===== config.mk =====
export PLATFORM = sky130hd
export DESIGN_NAME = qu_fetch_unit
export DESIGN_NICKNAME = d
export VERILOG_FILES = /design/src/rtl/qu_fetch_unit.sv
export SDC_FILE = /design/constraint.sdc
export NUM_CORES = 1
export LEC_CHECK = 0
export ABC_AREA = 0
export CAP_MARGIN = 20
export CORE_ASPECT_RATIO = 0.7
export CORE_MARGIN = 4
export CORE_UTILIZATION = 48
export CTS_BUF_LIST = sky130_fd_sc_hd__clkbuf_4 sky130_fd_sc_hd__clkbuf_8
export CTS_CLUSTER_DIAMETER = 120
export CTS_CLUSTER_SIZE = 12
export DETAILED_ROUTE_END_ITERATION = 8
export PLACE_DENSITY = 0.79
export SYNTH_ARGS = -nofsm -noshare
export SYNTH_HDL_FRONTEND = slang
export SYNTH_SLANG_ARGS = --single-unit

===== constraint.sdc =====
create_clock -name clk -period 5.8 [get_ports clk]
set_clock_uncertainty 0.2 [all_clocks]
set_input_delay 0.58 -clock clk [delete_from_list [all_inputs] [get_ports clk]]
set_output_delay 0.58 -clock clk [all_outputs]
set_load 0.02 [all_outputs]

===== src/rtl/qu_fetch_unit.sv =====
// Purpose: Qu instruction fetch sequencer; owns fetch PC, one outstanding imem request, small instruction buffer.
// Latency: request handshake at N, response at N+1, instruction on instr_* at N+2 (one instr per 2 cycles).
// Backpressure: no request issue while the buffer is full; decode drains the head with instr_valid/instr_ready.
module qu_fetch_unit #(
  parameter logic [31:0] RESET_PC  = 32'h0000_0000,
  parameter int          BUF_DEPTH = 2
) (
  input  logic        clk,
  input  logic        rst,
  output logic        imem_req_valid,
  input  logic        imem_req_ready,
  output logic [31:0] imem_req_addr,
  input  logic        imem_rsp_valid,
  input  logic [31:0] imem_rsp_data,
  input  logic        redirect_valid,
  input  logic [31:0] redirect_pc,
  output logic        instr_valid,
  input  logic        instr_ready,
  output logic [31:0] instr_data,
  output logic [31:0] instr_pc
);

  localparam int PW = (BUF_DEPTH > 1) ? $clog2(BUF_DEPTH) : 1;
  localparam int CW = $clog2(BUF_DEPTH + 1);

  localparam logic [1:0] S_FETCH = 2'd0;
  localparam logic [1:0] S_WAIT  = 2'd1;
  localparam logic [1:0] S_DRAIN = 2'd2;
  localparam logic [1:0] S_HALT  = 2'd3;

  logic [1:0]    state, state_nxt;
  logic [31:0]   fetch_pc;
  logic [31:0]   req_pc;
  logic [31:0]   buf_data [BUF_DEPTH];
  logic [31:0]   buf_pc   [BUF_DEPTH];
  logic [PW-1:0] wr_ptr, rd_ptr;
  logic [CW-1:0] count;

  logic        req_fire;
  logic        rsp_take;
  logic        rsp_is_fence;
  logic        push, pop;
  logic [31:0] redirect_aligned;

  function automatic logic [PW-1:0] ptr_inc(input logic [PW-1:0] p);
    if (p == PW'(BUF_DEPTH - 1)) return '0;
    return p + 1'b1;
  endfunction

  // Masking keeps every redirect_pc bit in use while forcing word alignment.
  assign redirect_aligned = redirect_pc & ~32'h3;

  // Issue only from FETCH with a free slot; addr stays fetch_pc until accepted.
  assign imem_req_valid = !rst && (state == S_FETCH) && (count < CW'(BUF_DEPTH));
  assign imem_req_addr  = fetch_pc;
  assign req_fire       = imem_req_valid && imem_req_ready;

  assign rsp_take     = (state == S_WAIT) && imem_rsp_valid;
  assign rsp_is_fence = (imem_rsp_data[6:0] == 7'b0001111) && (imem_rsp_data[14:12] == 3'b001);

  // A redirect flushes the buffer, so it cancels any same-cycle push or pop.
  assign instr_valid = (count != '0);
  assign push        = rsp_take && !redirect_valid;
  assign pop         = instr_valid && instr_ready && !redirect_valid;

  assign instr_data = instr_valid ? buf_data[rd_ptr] : '0;
  assign instr_pc   = instr_valid ? buf_pc[rd_ptr]   : '0;

  // Next-state selection; redirect overrides everything and drains any live request.
  always_comb begin
    state_nxt = state;
    if (redirect_valid) begin
      if (((state == S_WAIT) || (state == S_DRAIN)) && !imem_rsp_valid)
        state_nxt = S_DRAIN;
      else if (req_fire)
        state_nxt = S_DRAIN;
      else
        state_nxt = S_FETCH;
    end else begin
      case (state)
        S_FETCH: if (req_fire) state_nxt = S_WAIT;
        S_WAIT:  if (imem_rsp_valid) state_nxt = rsp_is_fence ? S_HALT : S_FETCH;
        S_DRAIN: if (imem_rsp_valid) state_nxt = S_FETCH;
        default: state_nxt = state;
      endcase
    end
  end

  // Control state: FSM, fetch PC, outstanding-request PC, buffer pointers and occupancy.
  always_ff @(posedge clk) begin
    if (rst) begin
      state    <= S_FETCH;
      fetch_pc <= RESET_PC;
      req_pc   <= RESET_PC;
      wr_ptr   <= '0;
      rd_ptr   <= '0;
      count    <= '0;
    end else begin
      state <= state_nxt;
      if (req_fire) req_pc <= fetch_pc;
      if (redirect_valid) begin
        fetch_pc <= redirect_aligned;
        wr_ptr   <= '0;
        rd_ptr   <= '0;
        count    <= '0;
      end else begin
        if (req_fire) fetch_pc <= fetch_pc + 32'd4;
        if (push) wr_ptr <= ptr_inc(wr_ptr);
        if (pop)  rd_ptr <= ptr_inc(rd_ptr);
        case ({push, pop})
          2'b10:   count <= count + 1'b1;
          2'b01:   count <= count - 1'b1;
          default: count <= count;
        endcase
      end
    end
  end

  // Buffer storage; contents are don't-care while unoccupied since outputs are gated.
  always_ff @(posedge clk) begin
    if (!rst && push) begin
      buf_data[wr_ptr] <= imem_rsp_data;
      buf_pc[wr_ptr]   <= req_pc;
    end
  end

endmodule


After elaboration in Yosys (flattened, before gate mapping):

Memories as Yosys holds them, arrays and structs flattened. A register that Yosys moved wholly into a read port is not among the register bits.
Index checks and enable logic that the tools add are counted.

* register bits after elaboration: 70
* bits in writable memories: 128
* input port bits: 70
* output and inout bits: 98
* logic and storage cells: 76
* memories kept: 2

* $add $sub $neg: 5
* $lt $le $gt $ge: 1
* equal/unequal tests: 9
* multiplexer cells: 31
* reduce and logical (&&, ||, !) cells: 21

Memories
* buf_data: depth 2, width 32, read ports 1, clocked after Yosys merged registers in 1, wr ports 1, RTL line 34 `logic [31:0] buf_data [BUF_DEPTH];`
* buf_pc: depth 2, width 32, read ports 1, clocked after Yosys merged registers in 1, wr ports 1, RTL line 35 `logic [31:0] buf_pc [BUF_DEPTH];`

Operators with widths (number)
* 32-bit two-way mux: 4
* 32-bit by 3-bit adder with 32-bit output, second input constant: 1
* 1-bit two-way mux: 18
* 2-bit two-way mux: 7
* 1-bit logical AND: 10
* 3-bit != test, second input constant: 3
* 7-bit by 4-bit equality test with 1-bit output, second input constant: 1
* 2-bit one-hot mux with 3 select lines: 1
* 2-bit nonzero test: 3
* 2-bit by 1-bit equality test with 1-bit output, second input constant: 2
* 2-bit equality test, second input constant: 2
* 2-bit one-hot mux with 2 select lines: 1
* 4-bit AND reduction: 1
* 4-bit nonzero test: 1
* 3-bit by 1-bit equality test with 1-bit output, second input constant: 1
* 1-bit zero test: 3
* 1-bit adder, second input constant: 2
* 2-bit by 1-bit adder with 2-bit output, second input constant: 1
* 2-bit zero test: 1
* 2-bit less-than comparator, second input constant: 1
* 2-bit OR reduction: 1
* 2-bit by 1-bit subtractor with 2-bit output, second input constant: 1
* 1-bit logical OR: 1

Depth between registers and ports, before layout:

* depth after elaboration: 9
* gate-level depth with buffers: 8
* mapped depth without buffers: 8

Least setup slack after synthesis:

OpenSTA, ideal clock, no wires.

* kind: input to register
* start: input port rst
* end: memory buf_data[0][0], enable pin
* setup time: 0.558 ns
* arrival time: 5.505 ns
* data required time: 5.042 ns
* slack: -0.463 ns
* stages: 4
* path buffers: 2
* cell sequence: clkbuf_1 > or2_2 > clkbuf_1 > nor3_1

* cells in the longest elaborated chain, start to end: 4

Ends and longest elaborated chain
* start, declared: RTL line 9 `input logic rst,`
* 1-bit zero test: RTL line 121 `if (!rst && push) begin`
* 1-bit logical AND: RTL line 121
* 1-bit two-way mux: RTL line 121
* 1-bit two-way mux (implied by the code): RTL line 122 `buf_data[wr_ptr] <= imem_rsp_data;`
* end, declared: RTL line 34

Every way passes these cells.

Final worst setup path:

* start: register count[1]
* end: output port instr_data[12]

* cells in the longest elaborated chain, start to end: 2

Ends and longest elaborated chain
* start, declared: RTL line 37 `logic [CW-1:0] count;`
* start signal, assigned: RTL line 111 `2'b10: count <= count + 1'b1;`
* start signal, assigned: RTL line 112 `2'b01: count <= count - 1'b1;`
* start signal, assigned: RTL line 113 `default: count <= count;`
* 2-bit nonzero test: RTL line 62 `assign instr_valid = (count != '0);`
* 32-bit two-way mux: RTL line 66 `assign instr_data = instr_valid ? buf_data[rd_ptr] : '0;`
* end, declared: RTL line 19 `output logic [31:0] instr_data,`

Every way passes these cells.

==> metrics.md <==
| Metric | Value |
|---|---|
| Core ar. | 16300 um^2 |
| CTS hold repair buffers | 0 |
| Number of H-tree levels | 4 |
| Max Cap Viol | 0 |
| Cell-internal power | 1.928 mW |
| Die W | 161.8 um |
| Sequential share of power | 59.5% |
| Power Density | 248.9 nW/um^2 |
| Dpl ws | 2.653 ns |
| Run status | finished, final reports clean |
| Final HPWL DP | 11530 um |
| Kind of critical path | reg2out |
| TritonRoute pass-1 iters | 4 |
| CP Launch Type | flop |
| CTS tree | built |
| RSZ-0062 raised after global routing | false |
| Comb pwr share | 8.3% |
| Ys Warns | 0 |
| Clock Pin Slew Worst Setup and Hold Paths | 0.09 ns |
| Worst-margin pin slew | 0.8815 ns |
| First-pass GRT wire length | 27890 um |
| Clk sinks | 191 |
| IO Port Bufs | 161 |
| Leakage | 3.383 nW |
| End-of-flow core utilization | 62.21% |
| Synth area leader | edfxtp_1 |
| DRT Wirelength | 17660 um |
| Syn Inst Count | 676 |
| DRC viols | 0 |
| Worst path required time | 5.02 ns |
| Clock tree buffer depth | 2 |
| Via count | 5412 |
| Post-synthesis async set-or-reset flop share | 0% |
| Design Area, Final | 10140 um^2 |
| Area after DPL | 9723 um^2 |
| Mean Syn Cell Area | 11.76 um^2 |
| Root Buffer Master | clkbuf_8 |
| Final period util | 59.21% |
| Clk network pwr share | 32.2% |
| Setup WS post-layout | 2.366 ns |
| Diode count | 0 |
| # rows | 39 |
| P_sw | 595.3 uW |
| Prevailing post-synth register cell | edfxtp_1 |
| CP max FO | 37 |
| Hold Fails Final Rpt | 0 |
| DR vias/cell | 5.091 |
| Initial Util | 48.79% |
| Hold WC Path Type | reg2reg |
| Worst slew margin | 41.24% |
| CP arrival | 2.65 ns |
| Sequential fraction of the synthesis area | 63.70% |
| Synthesis-to-layout area growth | 27.52% |
| Top cell type's share of synthesized area | 46.83% |
| Antenna Nets Post-Route | 0 |
| Routability cong. | 0.8177 |
| Setup repair bufs after CTS | 0 |
| Final Slew Violations | 0 |
| Worst vdd ir | 178.9 uV |
| Drt first-iter violations | 414 |
| Vias in the first global route | 5227 |
| Initial antenna violation count | 2 |
| Top-count cell post-synth | edfxtp_1 |
| Sw Ratio | 23.59% |
| Yosys cell types | 46 |
| Worst Setup End Kind | primary output |
| CP Launch Point | count[1] |
| Share of layout cells above drive strength 1 | 7.041% |
| Cell area after synthesis | 7951 um^2 |
| DR WL/cell | 16.61 um |
| Number of synthesized flops with an enable pin | 124 |
| Nets | 900 |
| Die ar. | 18720 um^2 |
| Remaining global-route overflow | 0 |
| Reg2reg start | count[1] |
| Final setup fails | 0 |
| GRT Total Usage | 19.04% |
| I/O pin total | 168 |
| Top post-synthesis cells by area | edfxtp_1 47%, dfxtp_1 17%, mux2i_1 8.7% |
| Hold_sp | req_pc[27] |
| Tmin final | 3.434 ns |
| Seq cells post-synth | 191 |
| F_max | 291.2 MHz |
| Worst skew pair latency | 0.45 ns |
| Synth cell count leaders | 124 x edfxtp_1, 85 x nor2_1, 79 x nand2_1, 69 x mux2i_1, 67 x dfxtp_1 |
| Largest net degree at the start of global routing | 63 |
| Die Span Y | 115.7 um |
| Cts repair resizes | 0 |
| Fill cell count | 1327 |
| Cts bufs inserted | 17 |
## cells in the final DEF, fill, tap and decap left out, drive strengths merged, types with 6 or more instances in the layout
cell type	netlist	routed
o21a	16	16
nand3	12	12
nor4	10	10
dfxtp	67	67
clkbuf	25	20
inv	25	28
nand4	8	8
nor2	85	85
nor3	12	12
edfxtp	124	124
xor2	15	15
and4	6	6
a21oi	54	54
mux2i	69	69
buf	17	10
nand2	79	79
clkdlybuf4s50	0	159
xnor2	18	18
## cell type report
| type | count | area (um^2) | share of cell area [%] |
|---|---|---|---|
| Inverter | 25 | 93.84 | 0.9255 |
| Clock inverter | 12 | 112.6 | 1.111 |
| Sequential cell | 191 | 5069 | 49.99 |
| Tap cell | 225 | 281.5 | 2.776 |
| Timing Repair Buffer | 169 | 1694 | 16.71 |
| Clock buffer | 20 | 256.5 | 2.530 |
| Multi-Input combinational cell | 421 | 2633 | 25.96 |
## registers in the layout, indices dropped and copies added, names as in the netlist, named ones only
signal	flops
buf_data	64
count	2
imem_req_addr	30
rd_ptr	1
buf_pc	60
wr_ptr	1
req_pc	30
state	2
## metal layers
| layer | track usage (%) | wire (um) | vias to the layer above |
|---|---|---|---|
| li1 | - | - | 2658 |
| met1 | 26.49 | 8268 | 2572 |
| met2 | 28.97 | 7843 | 158 |
| met3 | 6.719 | 1328 | 20 |
| met4 | 4.732 | 194 | 4 |
| met5 | 0 | 26 | - |
## worst max-delay path: stages (launching register included)
cell,delay (ns)
dfxtp_1,0.39
nor2_4,0.62
buf_4,0.50
nor2_1,0.12
clkdlybuf4s50_1,0.56
## metrics by stage
| stage | setup TNS (ns) | hold WS [ns] | power, mW | std cells |
|---|---|---|---|---|
| 3_5_place_dp | 0 | 0.2397 | 1.739 | 1029 |
| 2_1_floorplan | -57.41 | 0.2254 | 1.632 | 679 |
| 3_3_place_gp | 0 | 0.2313 | 1.734 | 1029 |
| 5_1_grt | 0 | 0.2707 | 2.628 | 1063 |
| 4_1_cts | 0 | 0.2609 | 2.542 | 1061 |
| 6_report | 0 | 0.2569 | 2.523 | 1063 |
## path summary, 6_finish.rpt
path | endpoint | slack, ns | cells past startpoint
worst max-delay path | instr_data[12] | 2.37 | 4
worst min-delay path | buf_pc[1][27] | 0.26 | 0
worst max register to register | count[1] | 2.85 | 8
worst min register to register | buf_pc[1][27] | 0.26 | 0
## kinds of logic (layout without fill, tap and decap cells)
kind of cell | after synthesis | in the layout | share of synthesized area (%)
buffers and inverters | 67 | 226 | 3.556
XOR/XNOR | 33 | 33 | 3.635
AO/OA/AOI/OAI | 80 | 80 | 5.665
multiplexers | 69 | 69 | 8.686
adder cells (fa/ha/maj) | 5 | 5 | 0.7868
flip-flops | 191 | 191 | 63.70
other | 1 | 4 | 0.04716
AND/OR/NAND/NOR | 230 | 230 | 13.93
## power groups by stage
stage	clock, mW	combinational (mW)	sequential (mW)
after floorplan	0	0.0927	1.54
after global placement	0	0.204	1.53
after detailed placement	0	0.208	1.53
after CTS	0.832	0.209	1.50
after global routing	0.895	0.228	1.51
final	0.814	0.209	1.50
Power figures use the tool's default switching activity.
